`config.mk`:
```
export PLATFORM = sky130hd
export DESIGN_NAME = branch_predictor
export DESIGN_NICKNAME = d
export VERILOG_FILES = /design/src/rtl/branch_predictor.sv
export SDC_FILE = /design/constraint.sdc
export NUM_CORES = 1
export LEC_CHECK = 0
export ABC_AREA = 1
export BUFFER_PORTS_ARGS = -buffer_cell sky130_fd_sc_hd__buf_2
export CORE_UTILIZATION = 50
export CTS_BUF_LIST = sky130_fd_sc_hd__clkbuf_8
export DETAILED_ROUTE_END_ITERATION = 16
export PLACE_DENSITY = 0.73
export SLEW_MARGIN = 20
export SYNTH_ARGS = -nofsm -noshare
export SYNTH_HDL_FRONTEND = slang
export SYNTH_SLANG_ARGS = --single-unit
```
`constraint.sdc`:
```
create_clock -name clk -period 6.34 [get_ports clk]
set_input_delay 0.951 -clock clk [delete_from_list [all_inputs] [get_ports clk]]
set_output_delay 0.951 -clock clk [all_outputs]
set_load 0.01 [all_outputs]
```
`src/rtl/branch_predictor.sv`:
```
`default_nettype none
// ============================================================================
// Module      : branch_predictor
// Description : Direct-mapped BTB with 2-bit saturating counters; predicts at
//               fetch and checks jump outcomes resolved at write-back.
// Revision    : 1.0 - initial release
// ============================================================================
module branch_predictor #(
  parameter int IDX_W = 4,
  parameter int PC_W  = 16
) (
  input  logic            clk,
  input  logic            rst_n,
  input  logic [PC_W-1:0] pc_if,
  output logic            jump_pred,
  output logic [PC_W-1:0] pred_adr,
  input  logic            resolve_valid,
  input  logic [PC_W-1:0] resolve_pc,
  input  logic            resolve_taken,
  input  logic [PC_W-1:0] resolve_target,
  input  logic            resolve_pred,
  input  logic [PC_W-1:0] resolve_pred_adr,
  output logic            jump_pred_miss,
  output logic            jump_pred_adr_miss,
  output logic [PC_W-1:0] correct_pc,
  output logic            jump_pred_busy
);

  localparam int               ENTRIES  = 2**IDX_W;
  localparam int               TAG_W    = PC_W - IDX_W;
  localparam logic [IDX_W-1:0] LAST_IDX = IDX_W'(ENTRIES - 1);

  typedef enum logic [1:0] {
    S_CLEAR = 2'd0,
    S_IDLE  = 2'd1,
    S_UPD   = 2'd2
  } state_t;

  state_t            r_state;
  logic [IDX_W-1:0]  r_clr_idx;
  logic [PC_W-1:0]   r_upd_pc;
  logic              r_upd_taken;
  logic [PC_W-1:0]   r_upd_tgt;

  logic              r_valid [ENTRIES];
  logic [TAG_W-1:0]  r_tag   [ENTRIES];
  logic [PC_W-1:0]   r_tgt   [ENTRIES];
  logic [1:0]        r_ctr   [ENTRIES];

  logic [IDX_W-1:0]  w_lk_idx;
  logic              w_lk_hit;
  logic [IDX_W-1:0]  w_up_idx;
  logic [TAG_W-1:0]  w_up_tag;
  logic              w_up_hit;
  logic [1:0]        w_up_ctr;
  logic [1:0]        w_ctr_nxt;
  logic              w_chk;

  // Lookup
  assign w_lk_idx  = pc_if[IDX_W-1:0];
  assign w_lk_hit  = r_valid[w_lk_idx] && (r_tag[w_lk_idx] == pc_if[PC_W-1:IDX_W]);
  assign jump_pred = w_lk_hit && r_ctr[w_lk_idx][1] && (r_state == S_IDLE);
  assign pred_adr  = (w_lk_hit && rst_n) ? r_tgt[w_lk_idx] : '0;
  assign jump_pred_busy = (r_state != S_IDLE);

  // Resolution check; outputs stay live in UPD even though the update is dropped
  assign w_chk              = resolve_valid && (r_state != S_CLEAR);
  assign jump_pred_miss     = w_chk && (resolve_pred != resolve_taken);
  assign jump_pred_adr_miss = w_chk && resolve_pred && resolve_taken &&
                              (resolve_target != resolve_pred_adr);
  assign correct_pc = !w_chk        ? '0 :
                      resolve_taken ? resolve_target :
                                      resolve_pc + PC_W'(1);

  // Pending update decode
  assign w_up_idx = r_upd_pc[IDX_W-1:0];
  assign w_up_tag = r_upd_pc[PC_W-1:IDX_W];
  assign w_up_hit = r_valid[w_up_idx] && (r_tag[w_up_idx] == w_up_tag);
  assign w_up_ctr = r_ctr[w_up_idx];

  always_comb begin
    w_ctr_nxt = w_up_ctr;
    if (r_upd_taken) begin
      if (w_up_ctr != 2'b11) w_ctr_nxt = w_up_ctr + 2'b01;
    end else begin
      if (w_up_ctr != 2'b00) w_ctr_nxt = w_up_ctr - 2'b01;
    end
  end

  always_ff @(posedge clk or negedge rst_n) begin
    if (!rst_n) begin
      r_state     <= S_CLEAR;
      r_clr_idx   <= '0;
      r_upd_pc    <= '0;
      r_upd_taken <= 1'b0;
      r_upd_tgt   <= '0;
    end else begin
      case (r_state)
        S_CLEAR: begin
          r_clr_idx <= r_clr_idx + IDX_W'(1);
          if (r_clr_idx == LAST_IDX) r_state <= S_IDLE;
        end
        S_IDLE: begin
          if (resolve_valid) begin
            r_upd_pc    <= resolve_pc;
            r_upd_taken <= resolve_taken;
            r_upd_tgt   <= resolve_target;
            r_state     <= S_UPD;
          end
        end
        S_UPD:   r_state <= S_IDLE;
        default: r_state <= S_CLEAR;
      endcase
    end
  end

  // Table storage has no reset; the CLEAR sweep invalidates it
  always_ff @(posedge clk) begin
    if (r_state == S_CLEAR) begin
      r_valid[r_clr_idx] <= 1'b0;
    end else if (r_state == S_UPD) begin
      if (w_up_hit) begin
        r_ctr[w_up_idx] <= w_ctr_nxt;
        if (r_upd_taken) r_tgt[w_up_idx] <= r_upd_tgt;
      end else if (r_upd_taken) begin
        r_valid[w_up_idx] <= 1'b1;
        r_tag[w_up_idx]   <= w_up_tag;
        r_tgt[w_up_idx]   <= r_upd_tgt;
        r_ctr[w_up_idx]   <= 2'b10;
      end
    end
  end

endmodule
`default_nettype wire

```
Word-level counts from Yosys, hierarchy flattened
Memory sizes are Yosys's and may differ from the RTL's.
Cells that the tools add are included.
Word-level totals
  ROM bits: 0
  output and inout bits: 36
  memory bits (writable): 496
  input bits: 69
  bits in latches: 0
  register bits after elaboration: 39
  logic and storage cells: 71
  memories kept: 4
Cells by class
  mux-type cells: 29
  equal/unequal tests: 11
  order comparisons: 0
  bitwise logic cells: 2
  reduce and logical (&&, ||, !) cells: 16
  div/mod/pow operators: 0
  shifts and indexed selects: 0
  multipliers: 0
  add/sub/neg operators: 4
Memories
  r_tgt: depth 16, bits a word 16, read ports 1, clocked after Yosys merged registers in 0, write ports 1, line 47  | logic [PC_W-1:0] r_tgt [ENTRIES];
  r_tag: depth 16, bits a word 12, read ports 2, clocked after Yosys merged registers in 0, write ports 1, line 46  | logic [TAG_W-1:0] r_tag [ENTRIES];
  r_ctr: depth 16, bits a word 2, read ports 2, clocked after Yosys merged registers in 0, write ports 1, line 48  | logic [1:0] r_ctr [ENTRIES];
  r_valid: depth 16, bits a word 1, read ports 2, clocked after Yosys merged registers in 0, write ports 1, line 45  | logic r_valid [ENTRIES];
Operator list (number)
  16-bit two-way mux: 4
  12-bit equality test: 2
  1-bit two-way mux: 17
  16-bit by 1-bit adder with 16-bit output, second input constant: 1
  16-bit inequality test: 1
  2-bit two-way mux: 6
  1-bit logical AND: 10
  2-bit inequality test, second input constant: 3
  2-bit case mux with 3 select lines: 1
  4-bit by 1-bit adder with 4-bit output, second input constant: 1
  4-bit equality test, second input constant: 1
  4-bit two-way mux: 1
  2-bit AND reduction: 2
  2-bit nonzero test: 2
  2-bit by 1-bit adder with 2-bit output, second input constant: 1
  2-bit by 1-bit equality test with 1-bit output, second input constant: 1
  2-bit equality test, second input constant: 1
  2-bit zero test: 1
  2-bit by 1-bit inequality test with 1-bit output, second input constant: 1
  1-bit bitwise OR: 2
  2-bit by 1-bit subtractor with 2-bit output, second input constant: 1
  1-bit inequality test: 1
  1-bit OR reduction: 1

Logic depth before layout (Yosys ltp)
An unclocked memory read counts as a cell.
  depth after elaboration: 9
  depth in mapped cells: 22
  depth with buffers taken out: 19

Worst setup path after synthesis
OpenSTA, ideal clock, no wires.
  path kind: input to output
  from: input port pc_if[0]
  to: output port pred_adr[10]
  data arrival time: 2827 ps
  stages: 14
  data required time: 5389 ps
  path buffers: 4
  slack: 2562 ps
  cell sequence: buf_2 > inv_2 > buf_2 > clkbuf_1 > o21ai_0 > o221ai_1 > nand3_1 > nand2_1 > xnor2_1 > nand3_1 > nor2_1 > nand3_1 > buf_2 > nor2_1
Between the ends
  longest elaborated chain between the ends: 5
  elaborated cells between the ends (all ways): 7
  those cells by class: eq/ne (1); mux (1); reduce/logical (2); memory (3)
RTL lines
  start, declared: line 14  | input logic [PC_W-1:0] pc_if,
  memory read 16 x 12 bit
  12-bit equality test: line 61  | assign w_lk_hit = r_valid[w_lk_idx] && (r_tag[w_lk_idx] == pc_if[PC_W-1:IDX_W]);
  1-bit logical AND: line 61
  1-bit logical AND: line 63  | assign pred_adr = (w_lk_hit && rst_n) ? r_tgt[w_lk_idx] : '0;
  16-bit two-way mux *: line 63
  end, declared: line 16  | output logic [PC_W-1:0] pred_adr,
Mark *: on every way between the ends. The rest lies on a longest branch, timed or not.

Worst setup path in the final report
  from: input port pc_if[0]
  to: output port pred_adr[2]
Same word-level chain as after synthesis.

==> results.md <==
- Slew headroom: 0.241
- Vias: around 19000
- Worst slew pin tran: approximately 1.1 ns
- Sink Count: 535
- RSZ-0062 raised after global routing: no
- Post-DP HPWL: 41200 um
- Post-CTS Resized: 0
- Crit path kind: input pin to output port
- Worst endpoint required time: 5.39 ns
- Synth warn: 0
- Largest net degree at the start of global routing: 130
- DP Area: roughly 26000 um^2
- Outcome: finished, final reports clean
- Max incr delay on CP: about 0.70 ns
- Setup TNS: 0 ns
- Final min period: between 5 and 6 ns
- Slowest stage cell, crit path: inv_6
- EDFF count, synth: just under 500
- Total iterations of the first detailed-routing run: 7
- Pwr dens: 371 nW/um^2
- Drc violations: 0
- Netlist cell types: between 40 and 50
- Die width: ~220 um
- Most frequent CP cell: nor2_1
- Antenna violations before repair: 0
- Syn nets: 2492
- Filler cells: between 4000 and 5000
- Biggest area consumer among synthesized cells: edfxtp_1
- Mapped Cells: between 2000 and 2500
- Routed len/inst: ~21 um
- DRT iter0 DRCs: roughly 2700
- Synth top area share: 0.603
- Top_reg_cell synth: edfxtp_1
- Final wirelength: just under 70000 um
- Clk slew on worst S/H paths: around 0.06 ns
- Initial core utilization: 0.505
- Sequential element share of the synthesized area: 0.643
- CP Cell Sequence: buf_6 > inv_6 > a21oi_1 > o21ai_0 > o21ai_0 > o211ai_1 > nand2_1 > xor2_1 > nor2_1 > nand2_1 > nor2_1 > nand3_1 > nor2_1 > buf_2
- Type of the worst min-delay path: input pin to async pin
- Die area: about 50000 um^2
- Maxcap violations: 0
- #FFs+latches synth: around 540
- Overall Global Routing Usage: 0.274
- Detail Route Antenna Nets: 0
- Vias per Instance: 5.92
- Final hold slack: 0.360 ns
- Total grt overflow: 0
- VDD IR max: 0.203 mV
- Worst-Skew Late Latency: between 0.6 and 0.7 ns
- Rows: slightly above 80
- Fmax achieved: 188 MHz
- Final period utilization: 0.838
- # setup viols final: 0
- Die Y: 224 um
- Crit path max fanout: ~130
- Final hold viol count: 0
- Vias in the first global route: between 15000 and 20000
- Final #Nets: about 2600
- Root Buffer: clkbuf_8
- Clk_skew: 0.0329 ns
- Critical path endpoint category: output port
- Post-CTS Hold Buffers: 0
- I/O pins: about 110
- CTS H-tree lvls: 3
- Total power: between 0.01 and 0.015 W
- Area grow syn2layout: 10.9%
- # diodes: 0
- I/O Buffers: 104
- Final Instance Area: about 27000 um^2
- Leakage: about 11 nW
- CORE AREA: 48800 um^2
- CTS Buf Count: 84
- Clock Path Buffers: 3
- Post-synth top cells: 715 x nand2_1, 496 x edfxtp_1, 209 x nor2_1
- Syn avg cell area: ~10 um^2
- Fin. max-slew vios: 0
- CP Data Arrival Time: 4.36 ns
- Ys async rst share: 0.0729
- Count leader, synth: nand2_1
- Layout cells sized above 1: 0.118
- Post-CTS Setup Inserts: 0
- Mapped Area: between 20000 and 25000 um^2
- First-pass GRT wire length: just over 100000 um
- Synth top area cells: edfxtp_1 60%, nand2_1 11%, dfrtp_1 4.0%, o21ai_0 3.7%, a21oi_1 3.6%
- Placer Congestion: ~0.93
- Critical path launch point type: input pin
- CTS tree: built
## cell families (layout without fill, tap and decap cells)
kind of cell               after synthesis  after routing  share of synthesized area
AOI/OAI and AO/OA                      543            543                      0.132
buffers and inverters                  274            430                     0.0469
DFF                                    535            535                      0.643
adders and majority gates                2              2                    0.00101
and+or+nand+nor                       1032           1032                      0.165
xor gates and xnor gates                35             35                     0.0124
## cells in the final DEF (no fill, tap or decap), drive strengths merged, types with 2 or more instances in the layout
master    n
nand4     6
o22ai     6
o221ai   24
xor2     21
or2       2
o21ai   190
nor4      9
a31oi     3
xnor2    14
edfxtp  496
nor3     11
bufinv    2
dfrtp    39
clkinv   31
nand2   719
a21oi   177
nor2    214
clkbuf   88
o21bai    8
a221oi   57
ha        2
a22oi    22
buf     159
a211oi    2
a32oi     2
inv     149
nand3    70
o31ai    15
o211ai   34
## metrics by stage
stage / util / cells / worst slack (ns)
2_1_floorplan: - / 2421 / 2.56
3_3_place_gp: 0.529 / 3092 / 1.22
3_5_place_dp: 0.529 / 3092 / 1.14
4_1_cts: 0.560 / 3241 / 1.12
5_1_grt: 0.560 / 3241 / 0.766
6_report: 0.560 / 3241 / 1.03
## final cells by class
type                       count  area, um^2  area share
inverter                     122         465      0.0170
tap                          664         831      0.0304
clock buffer                  88        1210      0.0442
timing repair buffer         159         942      0.0344
clock inverter                61         313      0.0114
sequential                   535       15900       0.580
multi-input combinational   1612        7730       0.283
## critical path: cells and delay by family
family	cells	cell delay [ns]
compound gates	4	0.68
buf+inv	3	1.12
simple gates	6	1.35
xor+xnor	1	0.16
## metal layers
layer,vias up,wire [um],global-route usage
met5,-,0,0
met4,0,2540,0.121
met3,189,8070,0.0643
met2,1180,31500,0.428
met1,9137,27100,0.367
li1,8688,-,-
## path summary, 6_finish.rpt
| kind | slack [ns] | cells past startpoint | start | to |
|---|---|---|---|---|
| hold reg to reg | 0.54 | 1 | r_clr_idx[0] | r_clr_idx[0] |
| setup reg to reg | 1.67 | 18 | r_upd_pc[0] | r_ctr[0][0] |
| max in group asynchronous | 5.57 | 2 | rst_n | r_upd_pc[0] |
| min in group clk | 0.52 | 2 | resolve_valid | r_state[0] |
| setup / recovery | 1.03 | 14 | pc_if[0] | pred_adr[2] |
| hold / removal | 0.36 | 2 | rst_n | r_clr_idx[2] |
## where the power goes
| group | internal [W] | leakage [nW] | switching (W) |
|---|---|---|---|
| clock | 0.00137 | 0.883 | 0.00133 |
| sequential | 0.00452 | 4.99 | 0.000585 |
| combinational | 0.000657 | 4.71 | 0.00169 |
## registers in the layout, summed over array words and instances (netlist names)
register and flops:
r_tgt 256, r_valid 16, r_upd_tgt 16, r_tag 192
r_upd_pc 16, r_clr_idx 4, r_state 2, r_ctr 32
r_upd_taken 1
(Power assumes the default switching activity.)
